===== config.mk =====
export PLATFORM = sky130hd
export DESIGN_NAME = multicycle_ctrl_flat
export DESIGN_NICKNAME = d
export VERILOG_FILES = /design/src/rtl/multicycle_ctrl_pkg.sv /design/src/rtl/multicycle_ctrl_if.sv /design/src/rtl/multicycle_ctrl_perf_counter.sv /design/src/rtl/multicycle_ctrl.sv /design/src/flat_wrapper.sv
export SDC_FILE = /design/constraint.sdc
export NUM_CORES = 1
export LEC_CHECK = 0
export CAP_MARGIN = 25
export CORE_ASPECT_RATIO = 0.8
export CORE_MARGIN = 2
export CORE_UTILIZATION = 50
export CTS_CLUSTER_DIAMETER = 150
export DETAILED_ROUTE_END_ITERATION = 6
export PLACE_DENSITY = 0.84
export SYNTH_ARGS = -nofsm -noshare
export SYNTH_HDL_FRONTEND = slang
export SYNTH_SLANG_ARGS = --single-unit

===== constraint.sdc =====
create_clock -name clk -period 5.9 [get_ports clk]
set_input_delay 0.885 -clock clk [delete_from_list [all_inputs] [get_ports clk]]
set_output_delay 0.885 -clock clk [all_outputs]
set_load 0.05 [all_outputs]

===== src/rtl/multicycle_ctrl_pkg.sv =====
// Shared encodings for the multi-cycle MIPS-subset controller:
// opcodes, FSM states and datapath mux/ALU select codes.
package mc_ctrl_pkg;

   localparam logic [5:0] OP_RTYPE = 6'b000000;
   localparam logic [5:0] OP_ADDI  = 6'b001000;
   localparam logic [5:0] OP_LW    = 6'b100011;
   localparam logic [5:0] OP_SW    = 6'b101011;
   localparam logic [5:0] OP_BEQ   = 6'b000100;
   localparam logic [5:0] OP_J     = 6'b000010;
   localparam logic [5:0] OP_HLT   = 6'b111111;

   typedef enum logic [3:0] {
      S_FETCH,
      S_DECODE,
      S_MEMADR,
      S_MEMRD,
      S_MEMWB,
      S_MEMWR,
      S_RTYPE_EX,
      S_RTYPE_WB,
      S_ADDI_EX,
      S_ADDI_WB,
      S_BEQ,
      S_JUMP,
      S_HALT
   } state_e;

   localparam logic [1:0] PCSRC_ALU    = 2'b00;
   localparam logic [1:0] PCSRC_ALUOUT = 2'b01;
   localparam logic [1:0] PCSRC_JUMP   = 2'b10;

   localparam logic [1:0] ALUSRCB_RT      = 2'b00;
   localparam logic [1:0] ALUSRCB_FOUR    = 2'b01;
   localparam logic [1:0] ALUSRCB_IMM     = 2'b10;
   localparam logic [1:0] ALUSRCB_IMM_SH2 = 2'b11;

   localparam logic [1:0] ALUOP_ADD   = 2'b00;
   localparam logic [1:0] ALUOP_SUB   = 2'b01;
   localparam logic [1:0] ALUOP_FUNCT = 2'b10;

   // Final state of each instruction class; leaving it for FETCH retires the instruction.
   function automatic logic is_last_state(state_e s);
      return s inside {S_MEMWB, S_MEMWR, S_RTYPE_WB, S_ADDI_WB, S_BEQ, S_JUMP};
   endfunction

endpackage


===== src/rtl/multicycle_ctrl_if.sv =====
// Control bus between the multi-cycle controller (master) and the datapath (slave).
interface multicycle_ctrl_if;

   logic [5:0] opcode;
   logic       zero;
   logic       mem_ready;

   logic       pcwrite;
   logic [1:0] pcsrc;
   logic       iord;
   logic       memread;
   logic       memwrite;
   logic       irwrite;
   logic       regdest;
   logic       memtoreg;
   logic       regwrite;
   logic       alusrca;
   logic [1:0] alusrcb;
   logic [1:0] aluop;
   logic       illegal;
   logic       halted;

   modport master (
      input  opcode, zero, mem_ready,
      output pcwrite, pcsrc, iord, memread, memwrite, irwrite, regdest,
             memtoreg, regwrite, alusrca, alusrcb, aluop, illegal, halted
   );

   modport slave (
      output opcode, zero, mem_ready,
      input  pcwrite, pcsrc, iord, memread, memwrite, irwrite, regdest,
             memtoreg, regwrite, alusrca, alusrcb, aluop, illegal, halted
   );

endinterface


===== src/rtl/multicycle_ctrl_perf_counter.sv =====
// Free-running event counter with synchronous clear; wraps silently at 2^CNT_W.
module perf_counter #(
   parameter int CNT_W = 32
) (
   input  logic             clk,
   input  logic             reset,
   input  logic             inc,
   output logic [CNT_W-1:0] count
);

   // NOTE: sequential state is always updated with non-blocking assignments.
   always_ff @(posedge clk) begin
      if (reset)
         count <= '0;
      else if (inc)
         count <= count + CNT_W'(1);
   end

endmodule


===== src/rtl/multicycle_ctrl.sv =====
// Moore controller for the multi-cycle MIPS-subset datapath (add, addi, lw, sw, beq, j, hlt)
// with cycle and retired-instruction counters for the halt report.
module multicycle_ctrl
   import mc_ctrl_pkg::*;
#(
   parameter int CNT_W = 32
) (
   input  logic               clk,
   input  logic               reset,
   multicycle_ctrl_if.master  bus,
   output logic [CNT_W-1:0]   cycles,
   output logic [CNT_W-1:0]   instructions
);

   state_e state;
   state_e next_state;
   logic   retire;

   always_ff @(posedge clk) begin
      if (reset)
         state <= S_FETCH;
      else
         state <= next_state;
   end

   // NOTE: every output gets a default before the case, so no path infers a latch.
   always_comb begin
      next_state   = state;
      bus.pcwrite  = 1'b0;
      bus.pcsrc    = PCSRC_ALU;
      bus.iord     = 1'b0;
      bus.memread  = 1'b0;
      bus.memwrite = 1'b0;
      bus.irwrite  = 1'b0;
      bus.regdest  = 1'b0;
      bus.memtoreg = 1'b0;
      bus.regwrite = 1'b0;
      bus.alusrca  = 1'b0;
      bus.alusrcb  = ALUSRCB_RT;
      bus.aluop    = ALUOP_ADD;
      bus.illegal  = 1'b0;
      bus.halted   = 1'b0;

      case (state)
         S_FETCH: begin
            bus.memread = 1'b1;
            bus.alusrcb = ALUSRCB_FOUR;
            bus.irwrite = bus.mem_ready;
            bus.pcwrite = bus.mem_ready;
            if (bus.mem_ready)
               next_state = S_DECODE;
         end
         S_DECODE: begin
            // Branch target is computed speculatively into ALUOut here.
            bus.alusrcb = ALUSRCB_IMM_SH2;
            case (bus.opcode)
               OP_RTYPE:     next_state = S_RTYPE_EX;
               OP_ADDI:      next_state = S_ADDI_EX;
               OP_LW, OP_SW: next_state = S_MEMADR;
               OP_BEQ:       next_state = S_BEQ;
               OP_J:         next_state = S_JUMP;
               OP_HLT:       next_state = S_HALT;
               default: begin
                  bus.illegal = 1'b1;
                  next_state  = S_FETCH;
               end
            endcase
         end
         S_MEMADR: begin
            bus.alusrca = 1'b1;
            bus.alusrcb = ALUSRCB_IMM;
            next_state  = (bus.opcode == OP_LW) ? S_MEMRD : S_MEMWR;
         end
         S_MEMRD: begin
            bus.memread = 1'b1;
            bus.iord    = 1'b1;
            if (bus.mem_ready)
               next_state = S_MEMWB;
         end
         S_MEMWB: begin
            bus.regwrite = 1'b1;
            bus.memtoreg = 1'b1;
            next_state   = S_FETCH;
         end
         S_MEMWR: begin
            bus.memwrite = 1'b1;
            bus.iord     = 1'b1;
            if (bus.mem_ready)
               next_state = S_FETCH;
         end
         S_RTYPE_EX: begin
            bus.alusrca = 1'b1;
            bus.aluop   = ALUOP_FUNCT;
            next_state  = S_RTYPE_WB;
         end
         S_RTYPE_WB: begin
            bus.regwrite = 1'b1;
            bus.regdest  = 1'b1;
            next_state   = S_FETCH;
         end
         S_ADDI_EX: begin
            bus.alusrca = 1'b1;
            bus.alusrcb = ALUSRCB_IMM;
            next_state  = S_ADDI_WB;
         end
         S_ADDI_WB: begin
            bus.regwrite = 1'b1;
            next_state   = S_FETCH;
         end
         S_BEQ: begin
            bus.alusrca = 1'b1;
            bus.aluop   = ALUOP_SUB;
            bus.pcsrc   = PCSRC_ALUOUT;
            bus.pcwrite = bus.zero;
            next_state  = S_FETCH;
         end
         S_JUMP: begin
            bus.pcsrc   = PCSRC_JUMP;
            bus.pcwrite = 1'b1;
            next_state  = S_FETCH;
         end
         S_HALT: begin
            bus.halted = 1'b1;
         end
         default: next_state = S_FETCH;
      endcase
   end

   // hlt retires on entry to HALT; illegal opcodes return to FETCH from DECODE and never retire.
   always_comb begin
      retire = (next_state == S_FETCH && is_last_state(state)) ||
               (state == S_DECODE && next_state == S_HALT);
   end

   perf_counter #(.CNT_W(CNT_W)) u_cycle_cnt (
      .clk   (clk),
      .reset (reset),
      .inc   (state != S_HALT),
      .count (cycles)
   );

   perf_counter #(.CNT_W(CNT_W)) u_instr_cnt (
      .clk   (clk),
      .reset (reset),
      .inc   (retire),
      .count (instructions)
   );

endmodule


===== src/flat_wrapper.sv =====
// flat-port wrapper written by rule: the top's interface ports become plain ports
module multicycle_ctrl_flat import mc_ctrl_pkg::*;
#(
   parameter int CNT_W = 32
)
  (clk, reset, cycles, instructions, bus_opcode, bus_zero, bus_mem_ready, bus_pcwrite, bus_pcsrc, bus_iord, bus_memread, bus_memwrite, bus_irwrite, bus_regdest, bus_memtoreg, bus_regwrite, bus_alusrca, bus_alusrcb, bus_aluop, bus_illegal, bus_halted);
  multicycle_ctrl_if bus_i ();
  input  logic clk;
  input  logic reset;
  output logic [CNT_W-1:0] cycles;
  output logic [CNT_W-1:0] instructions;
  input wire logic [$bits(bus_i.opcode)-1:0] bus_opcode;
  input wire logic [$bits(bus_i.zero)-1:0] bus_zero;
  input wire logic [$bits(bus_i.mem_ready)-1:0] bus_mem_ready;
  output wire logic [$bits(bus_i.pcwrite)-1:0] bus_pcwrite;
  output wire logic [$bits(bus_i.pcsrc)-1:0] bus_pcsrc;
  output wire logic [$bits(bus_i.iord)-1:0] bus_iord;
  output wire logic [$bits(bus_i.memread)-1:0] bus_memread;
  output wire logic [$bits(bus_i.memwrite)-1:0] bus_memwrite;
  output wire logic [$bits(bus_i.irwrite)-1:0] bus_irwrite;
  output wire logic [$bits(bus_i.regdest)-1:0] bus_regdest;
  output wire logic [$bits(bus_i.memtoreg)-1:0] bus_memtoreg;
  output wire logic [$bits(bus_i.regwrite)-1:0] bus_regwrite;
  output wire logic [$bits(bus_i.alusrca)-1:0] bus_alusrca;
  output wire logic [$bits(bus_i.alusrcb)-1:0] bus_alusrcb;
  output wire logic [$bits(bus_i.aluop)-1:0] bus_aluop;
  output wire logic [$bits(bus_i.illegal)-1:0] bus_illegal;
  output wire logic [$bits(bus_i.halted)-1:0] bus_halted;
  assign bus_i.opcode = bus_opcode;
  assign bus_i.zero = bus_zero;
  assign bus_i.mem_ready = bus_mem_ready;
  assign bus_pcwrite = bus_i.pcwrite;
  assign bus_pcsrc = bus_i.pcsrc;
  assign bus_iord = bus_i.iord;
  assign bus_memread = bus_i.memread;
  assign bus_memwrite = bus_i.memwrite;
  assign bus_irwrite = bus_i.irwrite;
  assign bus_regdest = bus_i.regdest;
  assign bus_memtoreg = bus_i.memtoreg;
  assign bus_regwrite = bus_i.regwrite;
  assign bus_alusrca = bus_i.alusrca;
  assign bus_alusrcb = bus_i.alusrcb;
  assign bus_aluop = bus_i.aluop;
  assign bus_illegal = bus_i.illegal;
  assign bus_halted = bus_i.halted;
  multicycle_ctrl #(.CNT_W(CNT_W)) u_core (.clk(clk), .reset(reset), .bus(bus_i), .cycles(cycles), .instructions(instructions));
endmodule

==> summary.txt <==
Run status
  – Status: finished clean

Routing
  – Number of vias in the routed layout: 3625
  – Remaining routing DRC violations: 0
  – Remaining antenna violation count after routing: 0
  – Pre-Repair DR Iteration Count: 4
  – Post-detailed-routing wire length: 9.603 mm
  – Drt first-iter violations: 158
  – Vias per std cell: 5.509
  – Detail-routed net length per standard cell: 14.59 um

Floorplan
  – Ports: 91
  – Die outline area: 8498 um2
  – Die X-Extent: 102.6 um
  – Initial core utilization: 0.5208
  – Total number of placement rows: 28
  – Core outline area: 7462 um2
  – Vertical extent of the die: 82.86 um

Global route
  – Global-route wire length before repair: 15.97 mm
  – Remaining global-route overflow: 0
  – Largest net degree at the start of global routing: 97
  – Total global routing track utilization: 0.2284
  – Vias in the first global route: 3447
  – Initial antenna violation count: 0

Pwr
  – Net Switching: 221.6 uW
  – Power density over cell area: 181.2 nW/um2
  – Switching Share: 0.2467
  – Share of power burned in combinational logic: 0.071
  – Static leakage: 1.804 nW
  – Sum of internal, switching and leakage power: 898.3 uW
  – Clock share of power: 0.411
  – Worst VDD drop: 0.0001283 V
  – Internal Power: 676.7 uW
  – Relative contribution of sequential cells to total power: 0.518

CTS
  – CTS tree: built
  – Post-CTS setup buffer count: 0
  – Cell at the root of the clock tree: sky130_fd_sc_hd__clkbuf_8
  – Clock sinks: 68
  – Largest buffer count on any clock path: 2
  – Clock Pin Slew Worst Setup and Hold Paths: 0.07 ns
  – Number of buffers added by the clock tree synthesis step: 9
  – Gates resized, CTS repair: 0
  – CTS Hold Bufs: 0
  – Clock latency of the later-clocked register in the worst-skew pair: 0.34 ns
  – # H-tree levels: 3

Timing
  – Post-route clock period utilization: 0.6433
  – Fin Setup TNS: 0 ns
  – Max_slew headroom: 0.3785
  – Final critical delay including setup and external delays: 3.796 ns
  – Setup repair after global routing missed its margin: false
  – Transition time of the tightest slew-check pin: 0.9323 ns
  – Count of final hold-check violations: 0
  – Final-report setup violation count: 0
  – Clock Skew: 0.01020 ns
  – Worst hold slack: 0.5132 ns
  – Number of pins with negative max-slew slack in the final report: 0
  – Fmax: 263.5 MHz

Critical path
  – Worst-path fanout max: 10
  – Endpoint of the worst setup timing path: bus_illegal
  – Type of element capturing the critical path: output port
  – Kind of critical path: in -> out
  – Worst R2R Path Depth: 4
  – Arrival @ worst endpoint: 2.91 ns
  – Crit Reg-Reg Startpoint: u_core.state[1]$_SDFF_PP0_
  – Critical Path Start Type: input port
  – Data required time of the critical path: 5.02 ns
  – Startpoint of the most critical setup path: bus_opcode[2]
  – Endpoint of the lowest-slack register-to-register path: u_core.u_instr_cnt.count[17]$_SDFFE_PP0P_
  – Setup slack on the worst flop-to-flop path: 2.70 ns

Place
  – Routability congestion estimate: 0.8893
  – Area after detailed placement: 4773 um2
  – HPWL Detailed: 6.634 mm
  – Count of port buffers added during placement: 90

Synthesis
  – Share of synthesized registers carrying an async set or reset: 0
  – Yosys Warn Count: 0
  – EDFF count, synth: 0
  – Instance count of the mapped netlist: 478
  – Synthesis-stage register bit count: 68
  – Seq/Total Area, Yosys: 0.3503
  – Post-synth top area cell: sky130_fd_sc_hd__dfxtp_1
  – Mean area per synthesized cell: 8.130 um2
  – Top cells by area, synth: sky130_fd_sc_hd__dfxtp_1, sky130_fd_sc_hd__nor2_1, sky130_fd_sc_hd__mux2_1, sky130_fd_sc_hd__xor2_1, sky130_fd_sc_hd__nor2b_1
  – Most frequently used flop master after synthesis: sky130_fd_sc_hd__dfxtp_1
  – Number of distinct library cells after synthesis: 57
  – Post-synth net total: 490
  – Cell area after synthesis: 3886 um2
  – Top-area cell type share of the netlist area: 0.3503

Job
  – Number of max-capacitance violations reported: 0

Finish
  – Area growth syn-to-layout: 27.56%
  – Diodes inserted: 0
  – Post-layout net count: 560
  – Most frequent cells in the layout: sky130_fd_sc_hd__nor2_1, sky130_fd_sc_hd__clkdlybuf4s50_1, sky130_fd_sc_hd__dfxtp_1, sky130_fd_sc_hd__nor2b_1, sky130_fd_sc_hd__nand3_1
  – Final design area excluding fillers: 4957 um2
  – Layout cells sized above 1: 0.05787

Hold path
  – Hold Crit Class: reg -> reg
  – Number of cells traversed by the worst hold path: 2
[final cells by class]
class | instances | area [um2]
Clock inverter | 5 | 52.55
Timing Repair Buffer | 92 | 910.9
Clock buffer | 11 | 131.4
Multi-Input combinational cell | 372 | 2351
Inverter | 5 | 18.77
Sequential cell | 68 | 1361
Tap cell | 105 | 131.4
Fill cell | 671 | 2505
[critical path: stages]
cell	delay, ns
sky130_fd_sc_hd__clkdlybuf4s50_1	0.67
sky130_fd_sc_hd__maj3_1	0.28
sky130_fd_sc_hd__nor2_1	0.06
sky130_fd_sc_hd__nor3_1	0.17
sky130_fd_sc_hd__clkdlybuf4s50_1	0.85
[worst min path at each step]
stage	from	to	slack, ns
2_1_floorplan	u_core.state[1]$_SDFF_PP0_	u_core.state[3]$_SDFF_PP0_	0.62
3_3_place_gp	u_core.u_cycle_cnt.count[14]$_SDFFE_PP0N_	u_core.u_cycle_cnt.count[14]$_SDFFE_PP0N_	0.50
3_5_place_dp	u_core.u_cycle_cnt.count[14]$_SDFFE_PP0N_	u_core.u_cycle_cnt.count[14]$_SDFFE_PP0N_	0.51
4_1_cts	u_core.u_cycle_cnt.count[14]$_SDFFE_PP0N_	u_core.u_cycle_cnt.count[14]$_SDFFE_PP0N_	0.52
5_1_grt	u_core.u_cycle_cnt.count[14]$_SDFFE_PP0N_	u_core.u_cycle_cnt.count[14]$_SDFFE_PP0N_	0.54
6_report	u_core.u_cycle_cnt.count[14]$_SDFFE_PP0N_	u_core.u_cycle_cnt.count[14]$_SDFFE_PP0N_	0.51
[state kept, by name (all words and copies together) (netlist names)]
register / flops
u_core.u_instr_cnt.count: 32
u_core.state: 4
u_core.u_cycle_cnt.count: 32
[power groups by stage]
| stage | clock (mW) | combinational [mW] | sequential, mW |
|---|---|---|---|
| 2_1_floorplan | 0 | 0.0398 | 0.480 |
| 3_3_place_gp | 0 | 0.0618 | 0.476 |
| 3_5_place_dp | 0 | 0.0636 | 0.476 |
| 4_1_cts | 0.379 | 0.0638 | 0.465 |
| 5_1_grt | 0.402 | 0.0701 | 0.466 |
| 6_report | 0.369 | 0.0638 | 0.466 |
[cell usage after synthesis, drive strengths merged (4+ instances only)]
cell type and count:
nor4 4, inv 5, and4 6, nand3 27, xor2 24, nand2 22
a211oi 13, xnor2 9, nand2b 4, nor2 89, nor3 16, or3 4
and3 13, nand4 20, dfxtp 68, a21oi 19, buf 11, clkbuf 22
nor2b 28, o21ai 7, mux2 28
[cell families after synthesis]
| logic type | share of synthesized area |
|---|---|
| and+or+nand+nor | 0.3200 |
| xor gates and xnor gates | 0.07437 |
| adders and majority gates | 0.009014 |
| DFF | 0.3503 |
| AOI/OAI and AO/OA | 0.1178 |
| buffers and inverters | 0.04475 |
| muxes | 0.08371 |
[per-layer routing]
metal / GRT usage / vias up / part of all wire
li1: - / 1823 / -
met1: 0.3148 / 1709 / 0.48
met2: 0.3541 / 89 / 0.46
met3: 0.05808 / 4 / 0.049
met4: 0.06182 / 0 / 0.0054
met5: 0 / - / 0
[stage by stage]
step / setup WS (ns) / util / std cells
after floorplan: 2.597 / - / 478
after global placement: 1.955 / 0.6397 / 642
after detailed placement: 1.825 / 0.6397 / 642
after CTS: 2.130 / 0.6643 / 658
after global routing: 1.894 / 0.6643 / 658
final: 2.104 / 0.6643 / 658
Power figures use the tool's default switching activity.
==> RTL change 1: new RTL, same settings <==
`CNT_W` is set to 32 in 3 places; all go to 64.
--- a/src/rtl/multicycle_ctrl_perf_counter.sv
+++ b/src/rtl/multicycle_ctrl_perf_counter.sv
@@ -1,6 +1,6 @@
 // Free-running event counter with synchronous clear; wraps silently at 2^CNT_W.
 module perf_counter #(
-   parameter int CNT_W = 32
+   parameter int CNT_W = 64
 ) (
    input  logic             clk,
    input  logic             reset,
--- a/src/rtl/multicycle_ctrl.sv
+++ b/src/rtl/multicycle_ctrl.sv
@@ -3,7 +3,7 @@
 module multicycle_ctrl
    import mc_ctrl_pkg::*;
 #(
-   parameter int CNT_W = 32
+   parameter int CNT_W = 64
 ) (
    input  logic               clk,
    input  logic               reset,
--- a/src/flat_wrapper.sv
+++ b/src/flat_wrapper.sv
@@ -1,7 +1,7 @@
 // flat-port wrapper written by rule: the top's interface ports become plain ports
 module multicycle_ctrl_flat import mc_ctrl_pkg::*;
 #(
-   parameter int CNT_W = 32
+   parameter int CNT_W = 64
 )
   (clk, reset, cycles, instructions, bus_opcode, bus_zero, bus_mem_ready, bus_pcwrite, bus_pcsrc, bus_iord, bus_memread, bus_memwrite, bus_irwrite, bus_regdest, bus_memtoreg, bus_regwrite, bus_alusrca, bus_alusrcb, bus_aluop, bus_illegal, bus_halted);
   multicycle_ctrl_if bus_i ();
Interface: changed (resized cycles and instructions); port bits go from 91 to 155. No check against the original RTL was run, so the function may have changed too.
==> RTL change 1 against the original RTL <==
Count of clock-buffer cells in the layout increased by 7; combinational power rose by 44%; setup slack better by 53 ps; sequential cell count up 64; clock skew about the same; wire length is 94% higher; hold slack got worse by 16 ps; maximum frequency up 1.4%; cell area rose by 82%; die area up 72%; area after synthesis rose by 76%; final cell count grew 78%; critical endpoint unchanged; power increased by 130%; clock power grew to 2.8 times the old value.
==> RTL change 1: results (changes against the original RTL) <==
Power
  – Sw Ratio: 23.25% (was 24.67%)
  – Pwr dens: 224.5 nW/µm² (was 181.2 nW/µm²)
  – Pleak: 2.670 nW (was 1.804 nW)
  – Clk pwr: 1.03 mW (was 369 µW)
  – Worst IR drop on VDD: 207.3 µV (was 128.3 µV)
  – Seq power: 901 µW (was 466 µW)

Drt
  – Vias post-DR: 7100 (was 3625)
  – Drt first pass iters: 5 (was 4)
  – Metal3 WL: 1.248 mm (was 471 µm)

Finish
  – Clkbuf count: 18 (was 11)
  – Final non-filler cell total: 1174 (was 658)
  – Ratio of cells with drive above 1 in the final layout: 5.131% (was 5.787%)
  – Largest registers: u_core.u_cycle_cnt.count (64), u_core.u_instr_cnt.count (64), u_core.state (4) (was u_core.u_cycle_cnt.count (32), u_core.u_instr_cnt.count (32), u_core.state (4))
  – FF+latch area: 2643 µm² (was 1361 µm²)
  – Multi-input gate share of total cell area: 43.53% (was 47.43%)
  – Layout net count: 995 (was 560)
  – Clk tree area frac: 6.359% (was 3.710%)

GRT
  – Number of global-route vias before repair: 5927 (was 3447)
  – Total GRT Usage: 25.01% (was 22.84%)

Synthesis
  – Seq cells post-synth: 132 (was 68)
  – Synth top area cells: dfxtp_1 39%, a21oi_1 6.6%, or3_1 4.1%, nor2_1 3.9%, o31ai_1 3.8% (was dfxtp_1 35%, nor2_1 8.6%, mux2_1 6.7%, xor2_1 5.4%, nor2b_1 4.5%)
  – Most common library cells after synthesis: 132 x dfxtp_1, 90 x a21oi_1, 71 x nor2_1, 63 x nand2_1, 45 x or3_1 (was 89 x nor2_1, 68 x dfxtp_1, 28 x nor2b_1, 27 x nand3_1, 24 x xor2_1)
  – Syn Nets: 866 (was 490)

Place
  – Hpwl dp: 12.65 mm (was 6.634 mm)
  – Place WS: 2179 ps (was 1825 ps)

Worst setup path
  – R2r endpoint: u_core.u_cycle_cnt.count[50] (was u_core.u_instr_cnt.count[17])
  – Worst R2R Path Depth: 6 (was 4)
  – Flop2flop setup slack: 2530 ps (was 2700 ps)

Clock tree
  – Clk_lat worst skew: 420 ps (was 340 ps)
  – Clock Pin Slew Worst Setup and Hold Paths: 50 ps (was 70 ps)

STA
  – Final setup skew: 10.56 ps (was 10.20 ps)
  – Hold_ws: 496.9 ps (was 513.2 ps)
  – Crit share post-route: 63.43% (was 64.33%)

Outcome
  – Status: completed (unchanged)
RTL change 1: changes by cell type after synthesis, moves of 21 or more:
| cell | unedited run | this run |
|---|---|---|
| or4_1 | 3 | 34 |
| nor4_1 | 2 | 24 |
| dfxtp_1 | 68 | 132 |
| nand2_1 | 22 | 63 |
| or3_1 | 4 | 45 |
| nor2b_1 | 28 | 6 |
| xnor2_1 | 9 | 30 |
| o21ai_0 | 7 | 41 |
| a21oi_1 | 19 | 90 |
| mux2_1 | 23 | 0 |
| o31ai_1 | 0 | 35 |
RTL change 1: kinds of logic (layout without fill, tap and decap cells):
logic type / Yosys count / after routing
DFF: 132 / 132
adders and majority gates: 2 / 2
and+or+nand+nor: 393 / 393
buffers and inverters: 69 / 209
AOI/OAI and AO/OA: 206 / 206
muxes: 5 / 5
xor gates and xnor gates: 47 / 47
RTL change 1: tightest hold or removal path, stage by stage, from the launching register on:
cell and delay (ps):
dfxtp_1 340, nand2_1 60, a21oi_1 50
==> RTL change 2: new RTL, same settings <==
Without the edit above. Reset style: asynchronous (`reset`), changed in 2 clocked blocks.
--- a/src/rtl/multicycle_ctrl_perf_counter.sv
+++ b/src/rtl/multicycle_ctrl_perf_counter.sv
@@ -9,7 +9,7 @@
 );
 
    // NOTE: sequential state is always updated with non-blocking assignments.
-   always_ff @(posedge clk) begin
+   always_ff @(posedge clk or posedge reset) begin
       if (reset)
          count <= '0;
       else if (inc)
--- a/src/rtl/multicycle_ctrl.sv
+++ b/src/rtl/multicycle_ctrl.sv
@@ -16,7 +16,7 @@
    state_e next_state;
    logic   retire;
 
-   always_ff @(posedge clk) begin
+   always_ff @(posedge clk or posedge reset) begin
       if (reset)
          state <= S_FETCH;
       else
Behaviour: differs if reset is asserted again (counterexample within 4 cycles, from zero or initial values and one cycle with reset high); with reset held inactive, the same outputs for 10 cycles.
==> RTL change 2 against the original RTL <==
First-iteration DRC count increased by 23%; final cell count fell by 19%; area after synthesis decreased by 6.0%; cell area is 4.0% lower; die area is 5.7% lower; clock skew is 0.60 ps lower; wire length decreased by 16%; sequential cell count unchanged; setup slack better by 38 ps; critical endpoint unchanged; largest cell class unchanged.
Power is not compared: it rests on default switching activity, and its combinational part moved more than twofold at a synthesized area within 25%.
==> RTL change 2: results (changes against the original RTL) <==
Worst setup path
  – Worst Path Max Fanout: 11 (was 10)
  – Gate family responsible for the most delay along the worst path: buffers and inverters (unchanged)
  – R2r endpoint: u_core.u_instr_cnt.count[25] (was u_core.u_instr_cnt.count[17])
  – Worst path slowest cell: clkdlybuf4s50_1 (unchanged)
  – Crit path to: bus_illegal (unchanged)
  – Reg-to-Reg Start: u_core.state[0] (was u_core.state[1])
  – Flop2flop setup slack: 3280 ps (was 2700 ps)
  – Worst path max stage delay: 830 ps (was 850 ps)
  – Worst Setup SP: bus_opcode[2] (unchanged)

Finish
  – Ratio of cells with drive above 1 in the final layout: 10.27% (was 5.787%)
  – Layout net count: 455 (was 560)
  – Largest registers: u_core.u_cycle_cnt.count (32), u_core.u_instr_cnt.count (32), u_core.state (4) (unchanged)
  – # diodes: 0 (unchanged)

Drt
  – Drt first pass iters: 4 (unchanged)
  – Via-to-Cell Ratio: 5.348 (was 5.509)
  – Iter 0 DRT Violations: 194 (was 158)
  – Routed len/inst: 15.12 µm (was 14.59 µm)

GRT
  – Number of global-route vias before repair: 2764 (was 3447)
  – Largest net degree at the start of global routing: 69 (was 97)
  – First-pass GRT wire length: 13.45 mm (was 15.97 mm)
  – Total GRT Usage: 21.14% (was 22.84%)
  – Initial antenna violation count: 0 (unchanged)

Clock tree
  – Clk buf depth: 2 (unchanged)
  – Post_cts resized: 0 (unchanged)
  – Clk_lat worst skew: 340 ps (about the same)
  – Root buf cell: clkbuf_8 (unchanged)
  – Post-CTS setup buffer count: 0 (unchanged)
  – H-tree Lvls: 3 (unchanged)
  – Clock Pin Slew Worst Setup and Hold Paths: 70 ps (about the same)
  – Total CTS buffers: 9 (unchanged)

Synthesis
  – Yosys cell types: 50 (was 57)
  – Asr flop ratio synth: 100.0% (was 0%)
  – Most common library cells after synthesis: 68 x dfrtp_1, 40 x nor2_1, 36 x xor2_1, 32 x nand2_1, 28 x xnor2_1 (was 89 x nor2_1, 68 x dfxtp_1, 28 x nor2b_1, 27 x nand3_1, 24 x xor2_1)
  – Syn Nets: 371 (was 490)
  – Synth top area cells: dfrtp_1 47%, xor2_1 8.6%, xnor2_1 6.7%, nor2_1 4.1%, nor4_2 4.1% (was dfxtp_1 35%, nor2_1 8.6%, mux2_1 6.7%, xor2_1 5.4%, nor2b_1 4.5%)
  – Post-synthesis sequential area ratio: 46.56% (was 35.03%)
  – Yosys warns: 0 (unchanged)
  – Top_reg_cell synth: dfrtp_1 (was dfxtp_1)

Place
  – IO Port Bufs: 90 (unchanged)
  – Hpwl dp: 5.733 mm (was 6.634 mm)
  – Routability cong.: 0.9471 (was 0.8893)

STA
  – Final setup skew: 9.603 ps (was 10.20 ps)
  – Worst slew pin tran: 863.3 ps (was 932.3 ps)
  – # setup viols final: 0 (unchanged)
  – Fin Setup TNS: 0 ps (unchanged)
  – Final Hold Viols: 0 (unchanged)

Power
  – Worst IR drop on VDD: ~310 µV
  – Pleak: about 1.8 nW

Worst hold path
  – Class of the worst hold path: reg -> reg (unchanged)

Outcome
  – Status: completed (unchanged)
## RTL change 2: cell count changes in the layout (fill, tap and decap cells not counted), moves of 10 or more
cell     before  now
dfrtp_1       0   68
xnor2_1       9   28
dfxtp_1      68    0
nor2b_1      28    2
nor4_2        2   12
mux2_1       23    0
a21oi_1      19    5
nor2_1       89   40
xor2_1       24   36
nand2_1      22   32
## RTL change 2: logic make-up (layout without fill, tap and decap cells)
group | after synthesis | in the layout | share of synthesized area (%)
xor+xnor | 65 | 65 | 15.78
buf+inv | 25 | 114 | 3.423
compound gates | 25 | 25 | 5.204
flops | 68 | 68 | 46.56
fa+ha+maj | 2 | 2 | 0.6846
mux | 4 | 4 | 1.164
simple gates | 170 | 170 | 27.18
## RTL change 2: worst min path at each step
stage                     cells past startpoint                      endpoint                          from  slack [ps]
after floorplan                               1               u_core.state[1]               u_core.state[3]         580
after global placement                        1  u_core.u_instr_cnt.count[31]  u_core.u_instr_cnt.count[31]         460
after detailed placement                      1  u_core.u_instr_cnt.count[31]  u_core.u_instr_cnt.count[31]         460
after CTS                                     1  u_core.u_instr_cnt.count[31]  u_core.u_instr_cnt.count[31]         480
after global routing                          1  u_core.u_instr_cnt.count[31]  u_core.u_instr_cnt.count[31]         490
final                                         1  u_core.u_cycle_cnt.count[31]  u_core.u_cycle_cnt.count[31]         470
## RTL change 2: power by group
group / switching, mW / internal [mW]
logic: 0.401 / 0.221
clock network: 0.172 / 0.193
registers: 0.0883 / 0.515
total: 0.662 / 0.929
## RTL change 2: layer usage
metal | global-route usage (%) | up-vias | routed length, µm
met4 | 4.521 | 0 | 29
met2 | 33.18 | 79 | 3819
met1 | 29.08 | 1374 | 3807
li1 | - | 1404 | -
met5 | 0 | - | 0
met3 | 6.527 | 4 | 434
## RTL change 2: cell type report
cell class	count	area (µm²)
Inverter	7	26.28
Multi-Input combinational cell	266	1828
Fill cell	543	2236
Clock buffer	11	131.4
Tap cell	87	108.9
Sequential cell	68	1702
Timing Repair Buffer	91	908.4
Clock inverter	5	52.55
## RTL change 2: through the flow
stage	util, %	instances	setup slack (ps)	cell area (µm²)	hold slack, ps
floorplan	-	359	2640	3655	578.1
global placement	65.40	519	2231	4573	456.2
detailed placement	65.40	519	2143	4573	464.3
CTS	68.03	535	2150	4757	478.2
global route	68.03	535	2059	4757	486.0
finish	68.03	535	2143	4757	472.3
